**config.mk**
```make
export PLATFORM = sky130hd
export DESIGN_NAME = pipe_front_regs
export DESIGN_NICKNAME = d
export VERILOG_FILES = /design/src/rtl/pipe_front_regs_pkg.sv /design/src/rtl/pipe_front_regs_flopenrc.sv /design/src/rtl/pipe_front_regs.sv
export SDC_FILE = /design/constraint.sdc
export NUM_CORES = 1
export LEC_CHECK = 0
export BUFFER_PORTS_ARGS = -buffer_cell sky130_fd_sc_hd__buf_2
export CAP_MARGIN = 10
export CORE_AREA = 5 5 187 189
export DETAILED_ROUTE_END_ITERATION = 10
export DIE_AREA = 0 0 192 194
export PLACE_DENSITY = 0.56
export SLEW_MARGIN = 25
export SYNTH_ARGS = -nofsm -noshare
export SYNTH_HDL_FRONTEND = slang
export SYNTH_SLANG_ARGS = --single-unit
```
**constraint.sdc**
```tcl
create_clock -name clk -period 2.4 [get_ports clk]
set_clock_uncertainty 0.2 [all_clocks]
set_input_delay 0.48 -clock clk [delete_from_list [all_inputs] [get_ports clk]]
set_output_delay 0.48 -clock clk [all_outputs]
set_load 0.02 [all_outputs]
```
**src/rtl/pipe_front_regs_pkg.sv**
```systemverilog
// Shared constants for the front-end pipeline registers: reset PC, control bundle layout
// and the instruction used when a stage is flushed.
package pipe_front_regs_pkg;

    localparam logic [31:0] RESET_PC_DEFAULT = 32'h0000_0000;
    localparam int          CNT_W_DEFAULT    = 16;

    // Control bundle: {RegWrite,MemtoReg,MemWrite,ALUSrc,RegDst,ALUControl[2:0]}
    localparam int CTRL_W        = 8;
    localparam int CTRL_REGWRITE = 7;
    localparam int CTRL_MEMTOREG = 6;
    localparam int CTRL_MEMWRITE = 5;
    localparam int CTRL_ALUSRC   = 4;
    localparam int CTRL_REGDST   = 3;
    localparam int CTRL_ALUCTL_HI = 2;
    localparam int CTRL_ALUCTL_LO = 0;

    // sll $0,$0,0 encodes as all zeros, so a cleared register is a nop.
    localparam logic [31:0] NOP_INSTR = 32'h0000_0000;

endpackage

```
**src/rtl/pipe_front_regs_flopenrc.sv**
```systemverilog
// Register with synchronous reset, enable and synchronous clear.
// Priority: reset, then enable; clear only takes effect while enabled.
module flopenrc #(
    parameter int               WIDTH   = 32,
    parameter logic [WIDTH-1:0] RST_VAL = '0
) (
    input  logic             clk,
    input  logic             reset,
    input  logic             en,
    input  logic             clr,
    input  logic [WIDTH-1:0] d,
    output logic [WIDTH-1:0] q
);

    logic [WIDTH-1:0] q_d;
    logic [WIDTH-1:0] q_q;

    always_comb begin
        q_d = q_q;
        if (en) begin
            q_d = clr ? '0 : d;
        end
    end

    always_ff @(posedge clk) begin
        if (reset) begin
            q_q <= RST_VAL;
        end else begin
            q_q <= q_d;
        end
    end

    assign q = q_q;

endmodule

```
**src/rtl/pipe_front_regs.sv**
```systemverilog
// PC, IF/ID and ID/EX pipeline registers driven by the hazard unit, plus saturating
// counters of stall cycles, bubbles and applied IF/ID redirects.
module pipe_front_regs
    import pipe_front_regs_pkg::*;
#(
    parameter logic [31:0] RESET_PC = RESET_PC_DEFAULT,
    parameter int          CNT_W    = CNT_W_DEFAULT
) (
    input  logic              clk,
    input  logic              reset,
    input  logic              StallF,
    input  logic              StallD,
    input  logic              FlushE,
    input  logic              PCSrcD,
    input  logic              Jump,
    input  logic [31:0]       PCNextF,
    input  logic [31:0]       InstrF,
    input  logic [31:0]       PCPlus4F,
    input  logic [7:0]        CtrlD,
    input  logic [31:0]       RD1D,
    input  logic [31:0]       RD2D,
    input  logic [31:0]       SignImmD,
    input  logic [4:0]        RsD,
    input  logic [4:0]        RtD,
    input  logic [4:0]        RdD,
    output logic [31:0]       PCF,
    output logic [31:0]       InstrD,
    output logic [31:0]       PCPlus4D,
    output logic [7:0]        CtrlE,
    output logic [31:0]       RD1E,
    output logic [31:0]       RD2E,
    output logic [31:0]       SignImmE,
    output logic [4:0]        RsE,
    output logic [4:0]        RtE,
    output logic [4:0]        RdE,
    output logic [CNT_W-1:0]  StallCnt,
    output logic [CNT_W-1:0]  BubbleCnt,
    output logic [CNT_W-1:0]  RedirCnt
);

    localparam int IFID_W = 64;
    localparam int IDEX_W = CTRL_W + 96 + 15;

    logic              flush_d;
    logic              redir_applied;
    logic [IFID_W-1:0] ifid_q;
    logic [IDEX_W-1:0] idex_q;

    assign flush_d       = PCSrcD | Jump;
    assign redir_applied = flush_d & ~StallD;

    flopenrc #(.WIDTH(32), .RST_VAL(RESET_PC)) u_pc (
        .clk   (clk),
        .reset (reset),
        .en    (~StallF),
        .clr   (1'b0),
        .d     (PCNextF),
        .q     (PCF)
    );

    // A stalled decode stage keeps its instruction even when a redirect is pending;
    // decode re-presents the redirect once the stall clears.
    flopenrc #(.WIDTH(IFID_W)) u_ifid (
        .clk   (clk),
        .reset (reset),
        .en    (~StallD),
        .clr   (flush_d),
        .d     ({InstrF, PCPlus4F}),
        .q     (ifid_q)
    );

    assign {InstrD, PCPlus4D} = ifid_q;

    flopenrc #(.WIDTH(IDEX_W)) u_idex (
        .clk   (clk),
        .reset (reset),
        .en    (1'b1),
        .clr   (FlushE),
        .d     ({CtrlD, RD1D, RD2D, SignImmD, RsD, RtD, RdD}),
        .q     (idex_q)
    );

    assign {CtrlE, RD1E, RD2E, SignImmE, RsE, RtE, RdE} = idex_q;

    logic [CNT_W-1:0] stall_cnt_d,  stall_cnt_q;
    logic [CNT_W-1:0] bubble_cnt_d, bubble_cnt_q;
    logic [CNT_W-1:0] redir_cnt_d,  redir_cnt_q;

    // Counters stick at all-ones rather than wrapping.
    always_comb begin
        stall_cnt_d  = stall_cnt_q;
        bubble_cnt_d = bubble_cnt_q;
        redir_cnt_d  = redir_cnt_q;
        if (StallF && (stall_cnt_q != '1)) begin
            stall_cnt_d = stall_cnt_q + CNT_W'(1);
        end
        if (FlushE && (bubble_cnt_q != '1)) begin
            bubble_cnt_d = bubble_cnt_q + CNT_W'(1);
        end
        if (redir_applied && (redir_cnt_q != '1)) begin
            redir_cnt_d = redir_cnt_q + CNT_W'(1);
        end
    end

    always_ff @(posedge clk) begin
        if (reset) begin
            stall_cnt_q  <= '0;
            bubble_cnt_q <= '0;
            redir_cnt_q  <= '0;
        end else begin
            stall_cnt_q  <= stall_cnt_d;
            bubble_cnt_q <= bubble_cnt_d;
            redir_cnt_q  <= redir_cnt_d;
        end
    end

    assign StallCnt  = stall_cnt_q;
    assign BubbleCnt = bubble_cnt_q;
    assign RedirCnt  = redir_cnt_q;

endmodule

```
==> run_results.csv <==
group,metric,value,unit
critical_path,ff2ff_path_depth,5,
synth,synth_area,8920,um^2
synth,yosys_warnings,0,
synth,synth_ff_type,"dfxtp_1",
synth,synth.area.top_cells,"dfxtp_1 59%, mux2i_1 11%, and2_1 8.6%, nor2_1 5.0%, a21oi_1 1.6%",
critical_path,r2r_end,"RedirCnt[12]$_SDFFE_PP0P_",
floorplan,row_count,67,
clock_network,htree_levels,1,
synth,syn_inst,843,
clock_network,cts_root_buf,"clkbuf_16",
timing,drv_slew,0,
timing,period_share,0.903,
floorplan,die_h,194,um
drt,drtIter0Drc,263,
synth,async_reset_ff_frac,0,
floorplan,core,33100,um^2
power_and_ir_drop,p_switching,2.50,mW
power_and_ir_drop,netSwitchingFraction,0.243,
synth,yosysTopAreaCell,"dfxtp_1",
timing,rsz0062_at_grt,"no",
clock_network,clk_pin_slew_worst_paths,60,ps
power_and_ir_drop,p_comb_frac,0.122,
drt,drcViolationCount,0,
synth,synth_nets,1068,
grt,grt_pass1_wl,48.6,mm
power_and_ir_drop,power_frac_seq,0.449,
clock_network,clockBufferDepth,3,
timing,hold_viol_final,0,
critical_path,critical_path_class,"register to register",
timing,clock.fmax,462,MHz
critical_path,crit_start,"RedirCnt[1]$_SDFFE_PP0P_",
run_status,status,"finished clean",
critical_path,crit_arrival,2430,ps
drt,wl_per_cell,15.5,um
critical_path,crit_path_end_kind,"register",
grt,grt_pass1_vias,9120,
power_and_ir_drop,p_int,7.76,mW
timing,relSlewSlack,0.589,
grt,grt_antenna_before_repair,1,
synth,synth_top_area_share,0.590,
clock_network,cts.sinks,263,
critical_path,cp_max_fo,5,
placement,place_ws,58.0,ps
job,maxCapViolCount,0,
critical_path,reg2reg_from,"RedirCnt[1]$_SDFFE_PP0P_",
critical_path,startpoint_type,"register",
grt,grtUsageTotal,0.160,
critical_path,required,2660,ps
synth,synth-edff-count,0,
cells_and_area,drive_gt1_frac,0.362,
floorplan,die_w,192,um
power_and_ir_drop,p_per_area,682,nW/um^2
drt,routed_wl,31.4,mm
synth,ys_types,43,
drt,first_pass_iters,4,
synth,syn_area_per_cell,10.6,um^2
power_and_ir_drop,p_leak,7.29,nW
cells_and_area,syn_to_final_growth,68.7,%
power_and_ir_drop,max-vdd-ir-drop,0.000662,V
clock_network,cts_buffers,29,
timing,setup_tns,0,ps
synth,ys_ff_latch,263,
grt,gr-total-overflow,0,
drt,vias_per_cell,4.27,
power_and_ir_drop,power_frac_clock,0.430,
drt,ant_nets,0,
critical_path,rrSetupSlack,230,ps
floorplan,pin_count,485,
floorplan,die-area,37200,um^2
timing,fin_crit,2170,ps
cells_and_area,seq_area,5270,um^2
placement,gp_congestion,0.781,
worst_hold_path,worst_hold_path_type,"primary input to register",
timing,tightestPinTransition,614,ps
clock_network,insertion_delay,550,ps
placement,dp_hpwl,21.6,mm
grt,grt_start_max_net_pins,120,
cells_and_area,fillers,3103,
cells_and_area,fin_nets,1774,
synth,ys_seq_area_frac,0.590,
critical_path,crit_end,"RedirCnt[12]$_SDFFE_PP0P_",
clock_network,cts_tree,"done",
floorplan,initial_core_util,0.269,
cells_and_area,multiInputGateArea,3480,um^2
placement,place.port_buffers,484,
timing,setup_ws,234,ps
timing,setup_viol,0,
drt,vias,8632,
cell families (layout without fill, tap and decap cells):
| group | count (synthesis) | after routing | synth area share |
|---|---|---|---|
| and+or+nand+nor | 341 | 341 | 0.206 |
| other | 0 | 1 | 0 |
| AOI/OAI and AO/OA | 76 | 76 | 0.0551 |
| DFF | 263 | 263 | 0.590 |
| buffers and inverters | 50 | 778 | 0.0217 |
| adders and majority gates | 3 | 3 | 0.00421 |
| muxes | 103 | 103 | 0.116 |
| xor gates and xnor gates | 7 | 7 | 0.00687 |
power by group through the flow:
stage               logic (mW)  registers (mW)  clock network (mW)
CTS                       1.25            4.60                4.58
global route              1.35            4.62                4.76
global placement         0.960            4.69                   0
floorplan                0.298            4.91                   0
detailed placement       0.965            4.70                   0
finish                    1.25            4.60                4.41
how the worst min path moves through the flow:
stage | startpoint | end | slack [ps] | depth (start not counted)
after floorplan | BubbleCnt[15]$_SDFFE_PP0P_ | BubbleCnt[15]$_SDFFE_PP0P_ | 360 | 2
after global placement | u_pc.q[25]$_SDFFE_PP0N_ | u_pc.q[25]$_SDFFE_PP0N_ | 270 | 2
after detailed placement | u_ifid.q[1]$_SDFFE_PP0N_ | u_ifid.q[1]$_SDFFE_PP0N_ | 280 | 2
after CTS | reset | RedirCnt[10]$_SDFFE_PP0P_ | 90 | 2
after global routing | reset | RedirCnt[10]$_SDFFE_PP0P_ | 110 | 2
final | reset | RedirCnt[10]$_SDFFE_PP0P_ | 110 | 2
stage by stage:
stage	total power, mW	cell area (um^2)	hold slack [ps]	std cells	util
2_1_floorplan	5.21	8920	363	843	-
3_3_place_gp	5.65	11900	268	1751	0.361
3_5_place_dp	5.66	11900	278	1751	0.361
4_1_cts	10.4	15000	90.2	2019	0.454
5_1_grt	10.7	15100	111	2020	0.455
6_report	10.3	15100	115	2020	0.455
placed cells by master (no fill, tap or decap), types with 12 or more instances in the layout:
master         Yosys  layout
nand4_1           12      12
mux2i_1          100     100
clkbuf_16          0      29
nand3_1           13      13
and2_1           122     122
or3_1             17      17
nor2_1           118     117
dlygate4sd3_1      0     215
nand2_1           15      15
or4_1             12      12
o21ai_0           14      14
buf_2              2     483
a21oi_1           29      29
dfxtp_1          263     263
o31ai_1           13      13
buf_4              1      16
layout make-up:
class,instances,share of cell area
flip-flops and latches,263,0.350
repair buffers,718,0.317
multi-input cells,530,0.231
clock buffers,40,0.0543
well taps,448,0.0372
clock inverters,13,0.00856
inverters,7,0.00175
diodes,1,0.000166
registers in the layout, summed over array words and instances, names as in the netlist:
register	cells
RedirCnt	16
u_idex.q	119
u_pc.q	32
u_ifid.q	64
BubbleCnt	16
StallCnt	16
worst max-delay path: stages, from the launching register on:
cell	delay, ps
dfxtp_1	380
ha_1	230
nand4_2	210
or4_1	530
or3_1	350
a21oi_1	170
cell usage after synthesis, types with 2 or more instances:
master       n
a211oi_1     2
a21oi_1     29
a31oi_1      5
and2_1     122
and3_1       4
and4_1       5
buf_1       11
buf_2        2
clkbuf_1    29
dfxtp_1    263
ha_1         3
inv_1        7
mux2_2       2
mux2i_1    100
nand2_1     15
nand3_1     13
nand3_2      2
nand4_1     12
nand4_2      2
nor2_1     118
nor2b_1      2
nor3_1       6
nor3_2       2
nor4_1       3
o2111ai_1    2
o211ai_1     2
o21ai_0     14
o21ai_1      2
o21bai_1     2
o31ai_1     13
o41ai_2      4
or2_2        2
or3_1       17
or4_1       12
xor2_1       6
routing by layer:
metal,up-vias,global-route usage,routed length (um)
li1,4282,-,-
met1,3969,0.170,11500
met2,300,0.285,15800
met3,81,0.0511,2670
met4,0,0.0734,1500
met5,-,0,0
timing repair:
item / in CTS / in global routing
hold endpoints to repair: 215 / 0
hold buffers: 215 / 0
setup endpoints to repair: 0 / 4
gates resized for setup: 0 / 1
buffers inserted: 0 / 0
Note: power is estimated with default switching activity, not from simulation.
